File: src/rtl/axi_burst_issue_pkg.sv
// Shared definitions for the AXI burst issuer: descriptor field layout, AXI constants,
// FSM state encoding and the beat-count type used throughout the block.
package axi_burst_issue_pkg;

   localparam int DESC_W         = 83;
   localparam int DESC_ADDR_LSB  = 0;
   localparam int DESC_ADDR_MSB  = 63;
   localparam int DESC_BYTES_LSB = 64;
   localparam int DESC_BYTES_MSB = 75;
   localparam int DESC_WR_BIT    = 76;
   localparam int DESC_RD_BIT    = 77;

   localparam logic [1:0] AXI_BURST_INCR = 2'b01;

   typedef enum logic [1:0] {IDLE, CALC, ISSUE, GAP} state_t;

   typedef logic [12:0] beats_t;

   function automatic beats_t min_beats(input beats_t a, input beats_t b);
      return (a < b) ? a : b;
   endfunction

endpackage

File: src/rtl/axi_burst_len_calc.sv
// Combinational burst length for the next burst of a segment.
// BURST_BOUNDARY_ALIGN_EN also clips the burst at the next MAX_BURST_LEN*DATA_BYTES boundary.
module axi_burst_len_calc
   import axi_burst_issue_pkg::*;
#(
   parameter int DATA_BYTES    = 8,
   parameter int MAX_BURST_LEN = 16
) (
   input  logic [63:0] addr_i,
   input  logic [12:0] rem_beats_i,
   output logic [12:0] len_o
);

`ifdef BURST_BOUNDARY_ALIGN_EN
   localparam int AW    = $clog2(DATA_BYTES);
   localparam int BOUND = MAX_BURST_LEN * DATA_BYTES;

   logic [12:0] blk_beat;
   logic [12:0] to_bnd;
   logic        unused_addr_hi;

   // Beat index of addr inside its boundary block; an unaligned first beat still counts whole.
   assign blk_beat       = 13'((addr_i[15:0] & 16'(BOUND - 1)) >> AW);
   assign to_bnd         = 13'(MAX_BURST_LEN) - blk_beat;
   assign unused_addr_hi = ^addr_i[63:16];
   assign len_o          = min_beats(rem_beats_i, to_bnd);
`else
   logic unused_addr;

   assign unused_addr = ^addr_i;
   assign len_o       = min_beats(rem_beats_i, 13'(MAX_BURST_LEN));
`endif

endmodule

File: src/rtl/axi_burst_issue.sv
// Splits 4KB-safe segment descriptors into AXI4 INCR bursts on AW (write) or AR (read).
// Optional macro BURST_BOUNDARY_ALIGN_EN (see axi_burst_len_calc) aligns bursts to MAX_BURST_LEN*DATA_BYTES.
module axi_burst_issue
   import axi_burst_issue_pkg::*;
#(
   parameter int DATA_BYTES    = 8,
   parameter int MAX_BURST_LEN = 16
) (
   input  logic        clk,
   input  logic        reset,
   input  logic        desc_valid,
   output logic        desc_ready,
   input  logic [82:0] desc_data,
   output logic        awvalid,
   input  logic        awready,
   output logic [63:0] awaddr,
   output logic [7:0]  awlen,
   output logic [2:0]  awsize,
   output logic [1:0]  awburst,
   output logic        arvalid,
   input  logic        arready,
   output logic [63:0] araddr,
   output logic [7:0]  arlen,
   output logic [2:0]  arsize,
   output logic [1:0]  arburst,
   output logic        seg_done,
   output logic        desc_err,
   output logic [1:0]  dbg_state_o
);

   localparam int          AW        = $clog2(DATA_BYTES);
   localparam logic [63:0] BEAT_MASK = 64'(DATA_BYTES - 1);

   // Handshake: a burst transfers on a rising edge where xvalid && xready; the
   // address fields stay frozen while xvalid is high and xready is low.

   state_t      state_q, state_d;
   logic        rd_q, rd_d;
   logic        wr_q, wr_d;
   logic [63:0] addr_q, addr_d;
   logic [11:0] bytes_q, bytes_d;
   beats_t      rem_q, rem_d;
   beats_t      len;
   beats_t      beats;
   beats_t      rem_after;
   logic        hs;
   logic        unused_desc;

   assign unused_desc = ^desc_data[82:78];

   axi_burst_len_calc #(
      .DATA_BYTES    (DATA_BYTES),
      .MAX_BURST_LEN (MAX_BURST_LEN)
   ) u_len_calc (
      .addr_i      (addr_q),
      .rem_beats_i (rem_q),
      .len_o       (len)
   );

   // Start offset within a beat plus byte count, rounded up to whole beats.
   assign beats     = (beats_t'(addr_q[12:0] & BEAT_MASK[12:0]) + beats_t'(bytes_q)
                       + beats_t'(DATA_BYTES - 1)) >> AW;
   assign rem_after = rem_q - len;
   assign hs        = (state_q == ISSUE) && (rd_q ? arready : awready);

   always_ff @(posedge clk) begin
      if (reset) begin
         state_q <= IDLE;
         rd_q    <= 1'b0;
         wr_q    <= 1'b0;
         addr_q  <= '0;
         bytes_q <= '0;
         rem_q   <= '0;
      end else begin
         state_q <= state_d;
         rd_q    <= rd_d;
         wr_q    <= wr_d;
         addr_q  <= addr_d;
         bytes_q <= bytes_d;
         rem_q   <= rem_d;
      end
   end

   always_comb begin
      state_d    = state_q;
      rd_d       = rd_q;
      wr_d       = wr_q;
      addr_d     = addr_q;
      bytes_d    = bytes_q;
      rem_d      = rem_q;
      desc_ready = 1'b0;
      desc_err   = 1'b0;
      seg_done   = 1'b0;
      awvalid    = 1'b0;
      arvalid    = 1'b0;
      case (state_q)
         IDLE: begin
            if (desc_valid && !reset) begin
               desc_ready = 1'b1;
               rd_d       = desc_data[DESC_RD_BIT];
               wr_d       = desc_data[DESC_WR_BIT];
               addr_d     = desc_data[DESC_ADDR_MSB:DESC_ADDR_LSB];
               bytes_d    = desc_data[DESC_BYTES_MSB:DESC_BYTES_LSB];
               state_d    = CALC;
            end
         end
         CALC: begin
            if ((bytes_q == '0) || (rd_q == wr_q)) begin
               desc_err = 1'b1;
               state_d  = IDLE;
            end else begin
               rem_d   = beats;
               state_d = ISSUE;
            end
         end
         ISSUE: begin
            awvalid = !rd_q;
            arvalid = rd_q;
            if (hs) begin
               rem_d  = rem_after;
               addr_d = (addr_q & ~BEAT_MASK) + (64'(len) << AW);
               if (rem_after == '0) begin
                  seg_done = 1'b1;
                  state_d  = IDLE;
               end else begin
                  state_d = GAP;
               end
            end
         end
         GAP:     state_d = ISSUE;
         default: state_d = IDLE;
      endcase
   end

   assign awaddr      = awvalid ? addr_q : '0;
   assign awlen       = awvalid ? 8'(len - 1'b1) : '0;
   assign araddr      = arvalid ? addr_q : '0;
   assign arlen       = arvalid ? 8'(len - 1'b1) : '0;
   assign awsize      = 3'(AW);
   assign arsize      = 3'(AW);
   assign awburst     = AXI_BURST_INCR;
   assign arburst     = AXI_BURST_INCR;
   assign dbg_state_o = state_q;

endmodule
File: config.mk
export PLATFORM = sky130hd
export DESIGN_NAME = axi_burst_issue
export DESIGN_NICKNAME = d
export VERILOG_FILES = /design/src/rtl/axi_burst_issue_pkg.sv /design/src/rtl/axi_burst_len_calc.sv /design/src/rtl/axi_burst_issue.sv
export SDC_FILE = /design/constraint.sdc
export NUM_CORES = 1
export LEC_CHECK = 0
export CAP_MARGIN = 15
export CORE_ASPECT_RATIO = 0.6
export CORE_MARGIN = 2
export CORE_UTILIZATION = 33
export CTS_CLUSTER_DIAMETER = 80
export DETAILED_ROUTE_END_ITERATION = 8
export PLACE_DENSITY_LB_ADDON = 0.08
export SYNTH_ARGS = -nofsm -noshare
export SYNTH_HDL_FRONTEND = slang
export SYNTH_SLANG_ARGS = --single-unit
export TNS_END_PERCENT = 20
File: constraint.sdc
create_clock -name clk -period 3.5 [get_ports clk]
set_clock_uncertainty 0.2 [all_clocks]
set_input_delay 0.525 -clock clk [delete_from_list [all_inputs] [get_ports clk]]
set_output_delay 0.525 -clock clk [all_outputs]
set_load 0.03 [all_outputs]
[Yosys cells after proc, flatten, opt, wreduce, memory -nomap -nowiden]
Cells that the tools add are included.
Storage, ports and cells
  register bits: 93
  output and inout bits: 161
  logic and storage cells: 59
  input port bits: 88
Operators by class
  reductions and logical operators: 14
  mux-type cells: 26
  equal/unequal tests: 7
  add/subtract/negate cells: 5
  order comparisons: 1
Operator list (count)
  $mux W64: 4
  $pmux W64 S2: 1
  $add A64 B16 Y64: 1
  $mux W13: 3
  $pmux W13 S2: 1
  $mux W8: 2
  $add A13 B3 Y13 const B: 1
  $add A3 B12 Y13: 1
  $logic_not A13 Y1: 1
  $lt A13 B5 Y1 const B: 1
  $sub A13 B13 Y13: 1
  $logic_not A12 Y1: 1
  $mux W1: 10
  $mux W2: 4
  $pmux W2 S4: 1
  $sub A8 B1 Y8 const B: 1
  $ne A2 B2 Y1 const B: 3
  $reduce_and A3 Y1: 2
  $eq A2 B2 Y1 const B: 2
  $reduce_and A2 Y1: 2
  $reduce_bool A2 Y1: 2
  $eq A2 B1 Y1 const B: 1
  $logic_and A1 B1 Y1: 2
  $logic_not A1 Y1: 2
  other kinds (3): 3

[Depth between registers and ports, before layout]
  depth after elaboration: 7
  gate-level depth with buffers: 17
  mapped depth without buffers: 13

[Modules after synthesis]
Synthesis repeated with hierarchy kept, for this count alone.
Second synthesis, totals
  cells, all modules: 1041
  area total of the unflattened synthesis: 7617.3 um2
By module, submodules not included
  axi_burst_issue: sequential area each 1861.8 um2, area an instance 7484.7 um2, cells an instance 1021, times used 1
  axi_burst_len_calc: sequential area each 0.0 um2, area an instance 132.6 um2, cells an instance 20, times used 1

[Worst setup path before layout]
No wires, ideal clock.
  path type: register to output
  from: register rem_q[6]
  to: output seg_done
  path buffers: 3
  setup slack: -0.367 ns
  arrival time: 3.142 ns
  cell stages (with the launch flop): 17
  data required time: 2.775 ns
  path through: dfxtp_1 buf_2 nor3_4 and3_4 and2b_1 buf_4 inv_4 nand2_1 ha_1 clkbuf_1 o41a_1 a31oi_1 nand3_1 nor2_2 xor2_1 or4_1 nor2_1
Between the ends
  cells in the longest elaborated chain, start to end: 7
RTL lines
  start, declared: RTL line axi_burst_issue.sv:42  | beats_t rem_q, rem_d;
  start signal, assigned: RTL line axi_burst_issue.sv:80  | rem_q <= rem_d;
  $lt A13 B5 Y1: RTL line axi_burst_issue_pkg.sv:20  | return (a < b) ? a : b;
  $mux W13: RTL line axi_burst_issue_pkg.sv:20
  $sub A13 B13 Y13 *: RTL line axi_burst_issue.sv:63  | assign rem_after = rem_q - len;
  $logic_not A13 Y1 *: RTL line axi_burst_issue.sv:122  | if (rem_after == '0) begin
  $mux W1 *: RTL line axi_burst_issue.sv:122
  $mux W1 *: RTL line axi_burst_issue.sv:119  | if (hs) begin
  $mux W1 *: RTL line axi_burst_issue.sv:96  | case (state_q)
  end, declared: RTL line axi_burst_issue.sv:26  | output logic seg_done,
Mark *: on every way between the ends. The rest lies on a longest branch, timed or not.

[Worst setup path after layout]
  from: register rem_q[9]
  to: output seg_done
Same word-level chain as after synthesis.

==> impl_metrics.tcl <==
set metrics [dict create \
    yosys_warnings 0 \
    via_per_inst 5.50 \
    antenna_found_initial 1 \
    required_ps 2770 \
    die_y_um 119 \
    cts_root_buf "clkbuf_16" \
    max-cap-violations 0 \
    htree_levels 3 \
    io_buffer_count 233 \
    final_common_cell "buf_4" \
    core-area_mm2 0.0218 \
    grt_setup_unrepaired "yes" \
    arrival_ps 3250 \
    finalSetupViolations 6 \
    first_global_vias 7965 \
    leakagePower_nw 4.51 \
    worst_setup_path_start_kind "register" \
    period_share_pct 114 \
    critPathMaxFanout 4 \
    grt_max_degree 66 \
    drt_drc_violations_left 0 \
    slew_viol_final 0 \
    violations "setup timing" \
    rows 42 \
    netlist_instances 1029 \
    clock_latency_ps 360 \
    place_inst 1564 \
    grt_use_total_pct 25.8 \
    worstSetupPathType "register to output port" \
    fmax_ghz 0.251 \
    start_util_pct 33.3 \
    finalNetCount 1410 \
    vias 8754 \
    finalCoreUtilization_pct 49.6 \
    cts_buffers 9 \
    fin_cells 1593 \
    syn-cell-area_mm2 0.00727 \
    tritoncts "built" \
    ir_drop_uv 260 \
    synth_ff_type "dfxtp_1" \
    filler_cell_count 2210 \
    synth-async-reset-ratio_pct 0 \
    yosysUniqueCellTypes 81 \
    wl_per_cell_um 19.3 \
    diodes 0 \
    synth_edf_count 0 \
    wirelength_um 30700 \
    cts.sinks 93 \
    gp_congestion 0.948 \
    ant_nets 0 \
    min_period_ps 3980 \
    cp-end-kind "output port" \
    clk_pin_slew_worst_paths_ps 80 \
    relSlewSlack_pct 4.87 \
    outcome "finished with violations" \
    ios 249 \
    drt_first_iter_violations 729 \
    final_cell_mix "buf_4 (174), clkdlybuf4s50_1 (142), nor2_1 (119)" \
    layout-drive-gt1-share_pct 20.2 \
    areaGrowthSynthToFinish_pct 48.7 \
    place_hpwl_um 22700 \
    setup_slack_ps -480 \
    tightest_slew_ps 1430 \
    clock_path_buffers 2 \
    worstHoldPathType "register to register" \
    power_density_mw_per_mm2 278 \
    die_width_um 196 \
    r2r_setup_slack_ps -90 \
    synth_area_per_cell_um2 7.07 \
    yosysSeqAreaShare_pct 25.6 \
    fp.dieArea_mm2 0.0233 \
    grt_pass1_wl_um 46700 \
    overflow 0 \
    hold_viol_final 0 \
    first_pass_iters 5 \
    ys_seq_elements 93 \
]
==> sequential cells by signal (all words and copies together) (netlist names) <==
name	cells
rd_q	1
addr_q	64
bytes_q	12
wr_q	1
dbg_state_o	2
rem_q	13
==> per-stage QoR <==
step	setup TNS [ps]	cell area, um^2	setup WS [ps]	hold WS [ps]	total power [mW]
floorplan	-179	7370	-73.6	244	1.64
CTS	-617	10700	-474	275	3.00
global placement	-414	10300	-140	259	1.95
finish	-711	10800	-480	272	3.00
global route	-3990	10800	-635	313	3.14
detailed placement	-833	10300	-120	263	1.96
==> cell type report <==
cell class	count	area, um^2	share of cell area (%)
multi-input cells	835	5080	47.0
repair buffers	336	3100	28.6
flip-flops and latches	93	1870	17.3
well taps	286	358	3.31
clock buffers	9	225	2.08
inverters	27	104	0.960
clock inverters	7	75.1	0.694
==> logic make-up (layout without fill, tap and decap cells) <==
family	Yosys count	in the layout	share of synthesized area [%]
compound gates	251	252	23.6
xor+xnor	20	20	2.41
fa+ha+maj	20	20	3.54
buf+inv	119	379	7.17
flops	93	93	25.6
mux	7	7	0.998
other cells	2	19	0.103
simple gates	517	517	36.6
==> critical path, stage by stage (launching register included) <==
cell and delay [ps]:
dfxtp_2 350, nor3_2 50, and3_4 170, and2b_2 220
buf_4 140, inv_4 50, nand2_1 50, ha_2 170
o41a_1 460, a31oi_2 190, nand3_2 120, nor2_4 160
xor2_2 90, or4_4 440, nor2_4 100, buf_6 130
==> power breakdown <==
part	leakage (nW)	total [mW]	switching, mW	internal (mW)
clock	0.145	1.03	0.518	0.509
combinational	3.60	0.753	0.413	0.340
sequential	0.766	1.22	0.0982	1.13
total	4.51	3.00	1.03	1.97
==> final timing paths <==
path / start / end / depth (start not counted)
worst min register to register: addr_q[2] / addr_q[2] / 2
worst min-delay path: addr_q[2] / addr_q[2] / 2
worst max register to register: rem_q[9] / rem_q[12] / 22
worst max-delay path: rem_q[9] / seg_done / 15
==> timing repair <==
item / 4_1_cts / 5_1_grt
hold buffers: 0 / 0
setup endpoints to repair: 26 / 60
setup buffers: 6 / 6
gates cloned: 0 / 1
gates resized for setup: 6 / 24
pin swaps: 2 / 11
endpoints found under the hold margin: 0 / 0
==> cells in the mapped netlist (9+ instances only) <==
cell	n	area share, %
nand3_1	35	2.4
o21ai_1	12	0.83
and3_1	75	6.5
ha_1	19	3.3
a21oi_1	57	3.9
and2_1	64	5.5
clkbuf_1	60	3.1
or3_1	9	0.77
xor2_1	9	1.1
a211oi_1	21	2.2
xnor2_1	11	1.3
buf_4	13	1.3
a31oi_1	11	0.95
nand2_1	114	5.9
nor3_1	20	1.4
o211ai_1	9	0.93
buf_2	13	0.89
nand4_1	16	1.4
inv_1	26	1.3
o31ai_1	9	0.93
dfxtp_1	93	26
a22oi_1	10	1.0
nor4_1	18	1.5
a311oi_1	17	2.0
and4_1	13	1.6
o21ai_0	40	2.8
nor2_1	121	6.2
==> layer usage <==
| layer | vias to the layer above | GRT usage [%] | wire, um | share of wire, % |
|---|---|---|---|---|
| met4 | 2 | 4.58 | 356 | 1.2 |
| met2 | 372 | 34.0 | 11700 | 38 |
| met5 | - | 0 | 11 | 0.036 |
| met1 | 4106 | 40.9 | 15900 | 52 |
| li1 | 4247 | - | - | - |
| met3 | 27 | 6.80 | 2760 | 9.0 |
Note: power is estimated with default switching activity, not from simulation.
==> edit 1: new RTL, config.mk and constraints unchanged <==
Reset style: asynchronous (`reset`), changed in one clocked block.
--- a/src/rtl/axi_burst_issue.sv
+++ b/src/rtl/axi_burst_issue.sv
@@ -64,5 +64,5 @@
    assign hs        = (state_q == ISSUE) && (rd_q ? arready : awready);
 
-   always_ff @(posedge clk) begin
+   always_ff @(posedge clk or posedge reset) begin
       if (reset) begin
          state_q <= IDLE;
Check against the original RTL: differs if reset is asserted again (counterexample within 4 cycles, from zero or initial values and one cycle with reset high); with reset held inactive, the same outputs for 4 cycles.
==> edit 1 against the original RTL <==
The run still ends with negative setup slack left; synthesized area is 3.2% higher; final area increased by 4.0%; non-clock buffer count up 2; sequential cell count unchanged; setup slack gained 0.036 ns; wire length decreased by 1.9%; critical path type unchanged; critical endpoint unchanged.
Power is left out: it rests on default switching activity, and per cell area and clock period it moved more than threefold.
==> edit 1: results (changes against the original RTL) <==
| Metric | Value |
|---|---|
| Routed WL | `30.1 mm (was 30.7 mm)` |
| Synth Area in Adders | `0.0343 (was 0.0354)` |
| R2R setup slack | `-0.24 ns (was -0.09 ns)` |
| First-pass GRT wire length | `46.0 mm (was 46.7 mm)` |
| WHS Endpoint | `wr_q (was addr_q[2])` |
| Max stage delay on crit path | `0.56 ns (was 0.46 ns)` |
| Failing checks | `negative setup slack (unchanged)` |
| Most frequent cells after synthesis | `nand2_1 (130), nor2_1 (105), dfrtp_1 (93), and2_1 (74), a21oi_1 (69) (was nor2_1 (121), nand2_1 (114), dfxtp_1 (93), and3_1 (75), and2_1 (64))` |
| Hold path startpoint | `wr_q (was addr_q[2])` |
| XOR/XNOR share of the synthesized area | `0.0257 (was 0.0241)` |
| Post-DP HPWL | `21.5 mm (was 22.7 mm)` |
| NumNets Final | `1386 (was 1410)` |
| Ys async rst share | `1.00 (was 0)` |
| Unique cell type count in the Yosys netlist | `70 (was 81)` |
| Top_reg_cell synth | `dfrtp_1 (was dfxtp_1)` |
| CP Launch Point | `rem_q[12] (was rem_q[9])` |
| Post-DP Area | `10400 um^2 (was 10300 um^2)` |
| Fill count | `2217 (was 2210)` |
| Worst reg2reg path endpoint | `addr_q[61] (was rem_q[12])` |
| GRT Total Usage | `0.250 (was 0.258)` |
| Router iterations before antenna repair | `5 (unchanged)` |
| R2r startpoint | `rem_q[12] (was rem_q[9])` |
| Layout cells sized above 1 | `0.229 (was 0.202)` |
| Critical path's slowest cell | `or4_4 (was o41a_1)` |
| Critical path arrival | `3.22 ns (was 3.25 ns)` |
| Seq/Total Area, Yosys | `0.310 (was 0.256)` |
| R2R depth | `15 (was 22)` |
| Worst Tran Pin Value | `0.826 ns (was 1.43 ns)` |
| Multiplexer share of the synthesized area | `0.0123 (was 0.00998)` |
| Vias in the first global route | `7872 (was 7965)` |
| 1st-iter DRT viols | `601 (was 729)` |
| Average size of a mapped cell | `7.51 um^2 (was 7.07 um^2)` |
| Final setup fails | `41 (was 6)` |
| Largest net degree at the start of global routing | `71 (was 66)` |
| Complex-gate fraction of the synthesized area | `0.209 (was 0.236)` |
| Placer Congestion | `0.915 (was 0.948)` |
| CP Max Fanout | `5 (was 4)` |
| Post-route setup slack | `-0.444 ns (was -0.480 ns)` |
| DR vias | `8427 (was 8754)` |
| Status | `complete, but fails checks (unchanged)` |
| WL/cell | `18.9 um (was 19.3 um)` |
-- edit 1: changes by cell type after synthesis, moves of 8 or more --
| cell | change |
|---|---|
| a311oi_1 | -10 |
| and3_1 | -11 |
| and2_1 | +10 |
| nand3_1 | -10 |
| dfrtp_1 | +93 |
| a21oi_1 | +12 |
| o21ai_1 | -8 |
| nor2_1 | -16 |
| nand2_1 | +16 |
| dfxtp_1 | -93 |
-- edit 1: metal layers --
layer,track usage,vias to the layer above,wire (um)
met5,0,-,0
met4,0.0420,0,260
met3,0.0466,17,1660
met2,0.350,258,12200
met1,0.395,4040,16000
li1,-,4112,-
-- edit 1: logic make-up after synthesis --
| family | count (synthesis) |
|---|---|
| and+or+nand+nor | 497 |
| AOI/OAI and AO/OA | 243 |
| buffers and inverters | 113 |
| DFF | 93 |
| xor gates and xnor gates | 22 |
| adders and majority gates | 20 |
| muxes | 9 |
| other | 2 |
-- edit 1: worst max-delay path by stage --
stage                  to  depth (start not counted)
2_1_floorplan  addr_q[61]                         14
3_3_place_gp   addr_q[61]                         14
3_5_place_dp   addr_q[61]                         14
4_1_cts          seg_done                         14
5_1_grt          seg_done                         14
6_report         seg_done                         14
-- edit 1: metrics by stage --
stage | worst slack [ns] | setup TNS [ns]
CTS | -0.346 | -3.44
global placement | -0.104 | -0.883
finish | -0.444 | -5.10
detailed placement | -0.164 | -2.36
floorplan | -0.215 | -1.08
global route | -0.586 | -11.93
-- edit 1: repair_timing --
item	4_1_cts	5_1_grt
buffers inserted	26	7
resized for setup	43	36
hold endpoints to repair	0	0
setup endpoints to repair	35	53
pin swaps	27	28
hold buffers	0	0
cloned	0	1
-- edit 1: cell type report --
| class | instances | area (um^2) | area share |
|---|---|---|---|
| repair buffers | 338 | 2990 | 0.266 |
| clock inverters | 4 | 32.5 | 0.00289 |
| well taps | 308 | 385 | 0.0343 |
| flip-flops and latches | 93 | 2330 | 0.207 |
| multi-input cells | 810 | 5140 | 0.457 |
| inverters | 26 | 104 | 0.00923 |
| clock buffers | 12 | 256 | 0.0228 |
-- edit 1: worst reg2reg max path: stages, from the launching register on --
cell,delay [ns]
dfrtp_1,0.38
or4_4,0.56
nor3_4,0.23
buf_6,0.14
buf_4,0.12
nand2_1,0.10
inv_2,0.11
fa_2,0.21
a211oi_2,0.07
o211ai_1,0.27
a31oi_2,0.16
nor4b_2,0.23
buf_4,0.19
nand4_1,0.11
o311a_1,0.30
a221o_1,0.26
==> edit 2: new RTL, config.mk and constraints unchanged <==
Without the edit above. `DATA_BYTES` is set to 8 in 2 places; all go to 4.
--- a/src/rtl/axi_burst_len_calc.sv
+++ b/src/rtl/axi_burst_len_calc.sv
@@ -4,5 +4,5 @@
    import axi_burst_issue_pkg::*;
 #(
-   parameter int DATA_BYTES    = 8,
+   parameter int DATA_BYTES    = 4,
    parameter int MAX_BURST_LEN = 16
 ) (
--- a/src/rtl/axi_burst_issue.sv
+++ b/src/rtl/axi_burst_issue.sv
@@ -4,5 +4,5 @@
    import axi_burst_issue_pkg::*;
 #(
-   parameter int DATA_BYTES    = 8,
+   parameter int DATA_BYTES    = 4,
    parameter int MAX_BURST_LEN = 16
 ) (
Function: changed (a bounded check fails within 4 cycles, from zero or initial values and one cycle with reset high).
==> edit 2 against the original RTL <==
The flow still finishes with violations (negative setup slack); total power rose by 11%; sequential cell count unchanged; final area is 0.67% higher; die area rose by 4.4%; setup slack improved by 0.31 ns; wire length grew 3.9%; synthesized area rose by 4.5%; critical path type unchanged; largest cell class unchanged.
==> edit 2: results (changes against the original RTL) <==
| Metric | Value |
|---|---|
| Post-route setup slack | `-0.165 ns (was -0.480 ns)` |
| Seq/Total Area, Yosys | `0.245 (was 0.256)` |
| H-tree levels | `3 (unchanged)` |
| Sum Neg Setup Slack | `-0.203 ns (was -0.711 ns)` |
| Top cells by area, synth | `dfxtp_1 (25%), and3_1 (7.9%), and2_1 (5.9%), nand2_1 (5.7%), a21oi_1 (4.2%) (was dfxtp_1 (26%), and3_1 (6.5%), nor2_1 (6.2%), nand2_1 (5.9%), and2_1 (5.5%))` |
| TritonCTS Buffers | `9 (unchanged)` |
| Final setup fails | `4 (was 6)` |
| Router iterations before antenna repair | `6 (was 5)` |
| Leakage | `4.52 nW (was 4.51 nW)` |
| Vias in the first global route | `8380 (was 7965)` |
| Antenna violations before repair | `1 (unchanged)` |
| NumNets Final | `1401 (was 1410)` |
| Met2 routed WL | `12.8 mm (was 11.7 mm)` |
| Average size of a mapped cell | `7.24 um^2 (was 7.07 um^2)` |
| Worst skew pair latency | `0.36 ns (about the same)` |
| NetSw | `1.24 mW (was 1.03 mW)` |
| Worst VDD drop | `0.239 mV (was 0.260 mV)` |
| Failing checks | `negative setup slack (unchanged)` |
| Routed WL | `31.9 mm (was 30.7 mm)` |
| Post-DP HPWL | `23.9 mm (was 22.7 mm)` |
| First-pass GRT wire length | `48.5 mm (was 46.7 mm)` |
| Placer Congestion | `0.909 (was 0.948)` |
| M1 WL | `15.6 mm (was 15.9 mm)` |
| Clk Tree Root Cell | `clkbuf_16 (unchanged)` |
| Top_reg_cell synth | `dfxtp_1 (unchanged)` |
| Pre-CTS worst setup slack | `-0.0270 ns (was -0.120 ns)` |
| Uppermost layer routed | `met4 (was met5)` |
| DR WL met3 | `3.14 mm (was 2.76 mm)` |
| Critical path arrival | `2.94 ns (was 3.25 ns)` |
| Syn. warnings | `0 (unchanged)` |
| Largest net degree at the start of global routing | `49 (was 66)` |
| Worst Tran Pin Value | `1.49 ns (was 1.43 ns)` |
| 1st-iter DRT viols | `762 (was 729)` |
| Status | `complete, but fails checks (unchanged)` |
| GRT Total Usage | `0.259 (was 0.258)` |
| Unique cell type count in the Yosys netlist | `93 (was 81)` |
| Vias per std cell | `5.60 (was 5.50)` |
| Layout cells sized above 1 | `0.176 (was 0.202)` |
| Most frequent cells after synthesis | `nand2_1 (115), and3_1 (96), dfxtp_1 (93), nor2_1 (85), and2_1 (72) (was nor2_1 (121), nand2_1 (114), dfxtp_1 (93), and3_1 (75), and2_1 (64))` |
| CP Max Fanout | `3 (was 4)` |
| CTS Buffer Depth | `2 (unchanged)` |
==> edit 2: metrics by stage <==
stage	cell area [um^2]	power [mW]	cells	hold WS, ns
floorplan	7690	1.87	1066	0.248
finish	10900	3.33	1608	0.280
CTS	10700	3.29	1601	0.287
global placement	10400	2.28	1585	0.261
detailed placement	10400	2.29	1585	0.277
global route	10900	3.48	1607	0.325
==> edit 2: power groups by stage <==
stage / clock, mW / sequential, mW / combinational (mW)
floorplan: 0 / 1.24 / 0.623
global placement: 0 / 1.29 / 0.986
detailed placement: 0 / 1.29 / 0.995
CTS: 1.01 / 1.27 / 1.01
global route: 1.04 / 1.29 / 1.15
finish: 1.00 / 1.28 / 1.05
==> edit 2: kinds of logic after synthesis <==
family	after synthesis	synth area share
and+or+nand+nor	524	0.374
AOI/OAI and AO/OA	269	0.241
buffers and inverters	109	0.0657
DFF	93	0.245
xor gates and xnor gates	23	0.0265
adders and majority gates	19	0.0333
muxes	10	0.0135
other	2	0.000988
==> edit 2: per-layer routing <==
metal  vias to the layer above  GRT usage
li1                       4315          -
met1                      4264      0.390
met2                       400      0.367
met3                        25     0.0698
met4                         0     0.0458
met5                         -          0
==> edit 2: critical path, stage by stage (launching register included) <==
cell and delay [ns]:
dfxtp_2 0.33, nor4_4 0.32, and4b_1 0.28, inv_1 0.06
nand2_1 0.07, ha_2 0.19, nor4_2 0.06, or4b_4 0.50
a221oi_4 0.25, nand3_2 0.13, nor3_4 0.22, buf_6 0.15
==> edit 2: worst paths after layout <==
kind | from | end | slack, ns | depth (start not counted)
min | addr_q[1] | addr_q[1] | 0.28 | 2
min reg2reg | addr_q[1] | addr_q[1] | 0.28 | 2
max reg2reg | rem_q[8] | addr_q[49] | -0.03 | 15
max | rem_q[8] | seg_done | -0.17 | 11
==> edit 2: area by class of cell <==
class	instances	area (um^2)
diodes	1	2.50
clock buffers	10	239
clock inverters	6	46.3
fillers	2262	11400
inverters	13	48.8
multi-input cells	864	5500
flip-flops and latches	93	1870
well taps	308	385
repair buffers	313	2800
==> edit 2: what timing repair did <==
item,CTS,global route
gates resized for setup,15,38
buffers inserted,0,5
setup endpoints to repair,12,45
pin swaps,5,16
gates cloned,0,1
